--- src/rtl/writeback_queue.sv ---
// Writeback queue: merges MEM and ALU results into one in-order FIFO and
// drains one entry per cycle into registered register-file write outputs.
// Also answers a combinational "is a write pending to this register" query.
//
// Handshake: a source transfers on a rising edge when its valid and ready are
// both 1. Ready is decoded from the registered count only, so a source may
// hold valid high waiting for ready, and ready never depends on any valid
// input or on the pop in the same cycle.
module writeback_queue #(
   parameter int bits_palavra  = 32,
   parameter int end_registros = 4,
   parameter int depth         = 4
) (
   input  logic                      clock,
   input  logic                      reset,
   input  logic                      mem_valid,
   output logic                      mem_ready,
   input  logic [end_registros-1:0]  mem_addr,
   input  logic [bits_palavra-1:0]   mem_data,
   input  logic                      alu_valid,
   output logic                      alu_ready,
   input  logic [end_registros-1:0]  alu_addr,
   input  logic [bits_palavra-1:0]   alu_data,
   output logic                      wr_enable,
   output logic [end_registros-1:0]  wr_addr,
   output logic [bits_palavra-1:0]   wr_data,
   input  logic [end_registros-1:0]  query_addr,
   output logic                      query_hit,
   output logic [$clog2(depth):0]    count
);

   localparam int PW = $clog2(depth);
   localparam int CW = PW + 1;
   localparam logic [CW-1:0] DEPTH_M1 = CW'(depth - 1);
   localparam logic [CW-1:0] DEPTH_M2 = CW'(depth - 2);

   // Entry storage; occupancy is tracked by pointers/count, so no reset needed.
   logic [end_registros-1:0] addr_q [depth];
   logic [bits_palavra-1:0]  data_q [depth];

   logic [PW-1:0]            wr_ptr_q, wr_ptr_d;
   logic [PW-1:0]            rd_ptr_q, rd_ptr_d;
   logic [CW-1:0]            count_q, count_d;
   logic                     wr_enable_q, wr_enable_d;
   logic [end_registros-1:0] wr_addr_q, wr_addr_d;
   logic [bits_palavra-1:0]  wr_data_q, wr_data_d;

   logic                     push_mem;
   logic                     push_alu;
   logic                     pop;
   logic [PW-1:0]            alu_slot;
   logic [PW-1:0]            offs [depth];
   logic                     hit;

   // Readies come from registered count only; forced low while in reset.
   assign mem_ready = reset & (count_q <= DEPTH_M1);
   assign alu_ready = reset & (count_q <= DEPTH_M2);

   assign wr_enable = wr_enable_q;
   assign wr_addr   = wr_addr_q;
   assign wr_data   = wr_data_q;
   assign count     = count_q;

   // Next-state: pushes (MEM first, ALU behind it), single pop of the head.
   always_comb begin
      push_mem    = mem_valid & mem_ready;
      push_alu    = alu_valid & alu_ready;
      pop         = (count_q != '0);
      alu_slot    = push_mem ? (wr_ptr_q + PW'(1)) : wr_ptr_q;
      wr_ptr_d    = wr_ptr_q + PW'(push_mem) + PW'(push_alu);
      rd_ptr_d    = rd_ptr_q + PW'(pop);
      count_d     = count_q + CW'(push_mem) + CW'(push_alu) - CW'(pop);
      wr_enable_d = pop;
      wr_addr_d   = wr_addr_q;
      wr_data_d   = wr_data_q;
      if (pop) begin
         wr_addr_d = addr_q[rd_ptr_q];
         wr_data_d = data_q[rd_ptr_q];
      end
   end

   // Control and output registers, cleared asynchronously.
   always_ff @(posedge clock or negedge reset) begin
      if (!reset) begin
         wr_ptr_q    <= '0;
         rd_ptr_q    <= '0;
         count_q     <= '0;
         wr_enable_q <= 1'b0;
         wr_addr_q   <= '0;
         wr_data_q   <= '0;
      end else begin
         wr_ptr_q    <= wr_ptr_d;
         rd_ptr_q    <= rd_ptr_d;
         count_q     <= count_d;
         wr_enable_q <= wr_enable_d;
         wr_addr_q   <= wr_addr_d;
         wr_data_q   <= wr_data_d;
      end
   end

   // Entry storage writes; the ALU entry lands in the slot after MEM's.
   always_ff @(posedge clock) begin
      if (push_mem) begin
         addr_q[wr_ptr_q] <= mem_addr;
         data_q[wr_ptr_q] <= mem_data;
      end
      if (push_alu) begin
         addr_q[alu_slot] <= alu_addr;
         data_q[alu_slot] <= alu_data;
      end
   end

   // Hazard check: any occupied slot or the word currently on wr_* matches.
   always_comb begin
      hit = 1'b0;
      for (int i = 0; i < depth; i++) begin
         offs[i] = PW'(i) - rd_ptr_q;
         if ((CW'(offs[i]) < count_q) && (addr_q[i] == query_addr)) begin
            hit = 1'b1;
         end
      end
      if (wr_enable_q && (wr_addr_q == query_addr)) begin
         hit = 1'b1;
      end
      query_hit = reset & hit;
   end

endmodule

--- config.mk ---
export PLATFORM = sky130hd
export DESIGN_NAME = writeback_queue
export DESIGN_NICKNAME = d
export VERILOG_FILES = /design/src/rtl/writeback_queue.sv
export SDC_FILE = /design/constraint.sdc
export NUM_CORES = 1
export LEC_CHECK = 0
export ABC_CLOCK_PERIOD_IN_PS = 8820
export CORE_MARGIN = 1
export CORE_UTILIZATION = 30
export CTS_BUF_LIST = sky130_fd_sc_hd__clkbuf_4 sky130_fd_sc_hd__clkbuf_8
export DETAILED_ROUTE_END_ITERATION = 6
export PLACE_DENSITY_LB_ADDON = 0.05
export SLEW_MARGIN = 20
export SYNTH_ARGS = -nofsm -noshare
export SYNTH_HDL_FRONTEND = slang
export SYNTH_SLANG_ARGS = --single-unit
export TNS_END_PERCENT = 30
--- constraint.sdc ---
create_clock -name clock -period 8.82 [get_ports clock]
set_input_delay 0.882 -clock clock [delete_from_list [all_inputs] [get_ports clock]]
set_output_delay 0.882 -clock clock [all_outputs]
set_load 0.01 [all_outputs]
==> impl_results.md <==
- Total track usage: 14.5%
- Worst path slowest cell: dfrtp_4
- CP bufs+invs: 1
- CP required: 7.94 ns
- Initial Utilization: 30.8%
- Max Freq: roughly 250 MHz
- Clk sinks: 188
- Insertion delay to the later sink of the worst-skew pair: around 0.46 ns
- DR iter-0 viols: 224
- Synth Instances: 531
- Mapped Nets: between 600 and 700
- R2R Setup Slk: 5.16 ns
- Max Cap Viol: 0
- Row cnt: 65
- Nature of the critical path startpoint: flop
- Slew Limit Headroom: 36.0%
- Number of I/O pins: roughly 120
- Reg2Reg Launch Point: count[2]$_DFF_PN0_
- Power share of the clock group: 18.7%
- Setup Skew: 0.0214 ns
- Synth top area share: 43.9%
- Worst endpoint data arrival time: 3.15 ns
- Gpl congestion: around 0.73
- DR WL/cell: 21.2 um
- Xor and xnor area share after synthesis: 2.13%
- Final period utilization: 45.7%
- Leakage: ~4.3 nW
- Library cells used by synthesis: 39
- Nets: 746
- Worst slew pin tran: 0.958 ns
- Share of post-route cells with drive strength above 1: around two fifths
- Sequential group share of total power: between 40% and 50%
- Mapped cell area: between 9000 and 10000 um2
- Async SR Flop Fraction: 23.4%
- H-Tree Depth: 4
- Core area: 32000 um2
- Most common cell in the netlist: edfxtp_1
- Mux cell area share after synthesis: 33.2%
- Post-CTS Setup Bufs: 0
- DR pass1 iterations: 4
- Total wire length: approximately 23 mm
- Net Sw Frac: around a third
- Simple-gate portion of the synthesized area: ~1.8%
- Register area share after synthesis: a little under three fifths
- Endpoints failing setup: 0
- Clock Pin Slew Worst Setup and Hold Paths: roughly 0.12 ns
- Num CTS Buffers: 17
- Root Buffer: clkbuf_8
- Multi-input gate area: 4060 um2
- Post-Syn Area per Cell: 18.6 um2
- Critical path depth: 7
- Setup TNS: 0 ns
- Clock tree from TritonCTS: yes
- Crit path kind: flop to output pin
- Dominant cells by area after synthesis: edfxtp_1 44%, mux2_4 18%, dfrtp_1 11%
- Status: finished, final reports clean
- Port buffer count: 122
- GRT overflow: 0
- Maximum clock path buffer count: 2
- Compound-Gate Fraction of Synth Area: 1.75%
- Final Hold Viols: 0
- Yosys reg bits: 188
- Fillcell total: 3024
- CP Cell Sequence: xor2_1, ha_1, a21oi_1, o21ai_0, and3_1, a31oi_1, clkdlybuf4s50_1
- Power density over the cells: 263 nW/um2
- First-pass GRT wire length: roughly 35 mm
- Post-CTS sizing: 0
- Vias per cell: 4.57
- Cts hold-fix bufs: 0
- Horiz. Die Dim: 183 um
- Worst hold slack: 0.460 ns
- Synth area leader: edfxtp_1
- Vias in the first global route: 5629
- Worst VDD drop: 0.000173 V
- CP delay by family, top: flip-flops
- Crit path time final: 4.03 ns
- Final setup margin: approximately 4.8 ns
- Fin util: 36.8%
- Reg2reg path depth: 8
- CP Capture Type: output pin
- Largest net degree at the start of global routing: 48
- Crit path max fanout: 41
- Max Slew Vio Count: 0
- Final Cell Area: roughly 12000 um2
- Antenna violations before repair: 1
- Synth Area in Adders: 2.13%
- RSZ-0062 raised after global routing: no
- Drc violations: 0
- Via count: 5029
- Pwr Total: 3.09 mW
- DP Cell Count: 1067
- Reg area: between 5000 and 6000 um2
- Worst min path class: input port to asynchronous set/reset pin
- Synth Flop Type: edfxtp_1
- Int Pwr: 2.08 mW
- Combinational share of power: 37.5%
- Syn. warnings: 0
- Area growth syn-to-layout: 19.4%
- R2r endpoint: data_q[1][31]$_DFFE_PP_
- Chip height: 183 um
- Antenna-violating nets left: 0
- Post-synth EDFFs: 144
- Area after DPL: 11400 um2
- CP max stage delay: between 1 and 1.5 ns
- Main combinational cell family by area after synthesis: multiplexers
- Dpl ws: 4.53 ns
- Sw Pwr: 1.01 mW
- DIE AREA: 33600 um2
- Hpwl dp: about 14 mm
- Final cell count without fillers: 1100
- Most frequent cells after synthesis: 144 x edfxtp_1, 116 x mux2_4, 64 x mux2_2
[worst max-delay path by stage]
stage | endpoint | start
final | query_hit | rd_ptr_q[0]$_DFF_PN0_
after global routing | query_hit | rd_ptr_q[0]$_DFF_PN0_
after CTS | query_hit | rd_ptr_q[0]$_DFF_PN0_
after detailed placement | data_q[1][31]$_DFFE_PP_ | reset
after global placement | data_q[0][15]$_DFFE_PP_ | reset
after floorplan | addr_q[2][0]$_DFFE_PP_ | count[2]$_DFF_PN0_
[cells in the final DEF, fill, tap and decap left out, types with 2 or more instances in the layout]
master	n
clkinv_1	2
mux2_2	64
and3_4	2
xor2_1	22
edfxtp_1	144
mux4_2	36
inv_1	11
or3_4	2
o21ai_4	2
dfrtp_1	42
xnor2_1	2
nor3_1	3
nand2_1	4
nand3_1	3
fa_1	3
o21ai_0	4
ha_1	12
inv_6	6
nand2_2	2
clkdlybuf4s50_1	121
a21oi_1	4
clkinv_4	4
inv_8	3
nor4_1	4
a21oi_4	2
clkbuf_8	17
buf_4	10
mux2_4	116
[final cells by class]
type / instances / share of cell area, %
Sequential cell: 188 / 46.1
Multi-Input combinational cell: 299 / 34.5
Timing Repair Buffer: 131 / 10.9
Tap cell: 435 / 4.63
Clock buffer: 17 / 1.99
Clock inverter: 15 / 1.28
Inverter: 14 / 0.521
Antenna cell: 1 / 0.0213
[layer usage]
metal,share of wire (%),routed length (um),up-vias,GRT usage [%]
li1,-,-,2302,-
met1,44,10400,2618,18.1
met2,51,12000,93,25.6
met3,3.2,736,14,2.70
met4,0.85,198,2,3.53
met5,0.056,13,-,0
[worst register-to-register path: stages, from the launching register on]
cell and delay (ns):
dfrtp_1 0.59, clkinv_2 0.19, ha_1 0.26, nand2_4 0.09, o2111ai_4 0.18, or3_4 0.41, a21oi_4 0.76, buf_4 0.54
mux2_2 0.40
[power groups by stage]
stage	Combinational (mW)	Sequential, mW	Clock, mW
global placement	1.18	1.38	0
floorplan	0.774	1.32	0
finish	1.16	1.36	0.578
detailed placement	1.19	1.39	0
global route	1.26	1.39	0.633
CTS	1.19	1.37	0.601
[flip-flops by register name, summed over array words and instances (netlist names)]
signal and flops:
addr_q 16, count 3, data_q 128, rd_ptr_q 2, wr_addr 4, wr_data 32, wr_enable 1, wr_ptr_q 2
[cell families (layout without fill, tap and decap cells)]
| logic type | count (synthesis) | after routing |
|---|---|---|
| AOI/OAI and AO/OA | 18 | 18 |
| and+or+nand+nor | 26 | 26 |
| other | 0 | 1 |
| DFF | 188 | 188 |
| xor gates and xnor gates | 24 | 24 |
| adders and majority gates | 15 | 15 |
| muxes | 216 | 216 |
| buffers and inverters | 44 | 177 |
(Power assumes the default switching activity.)
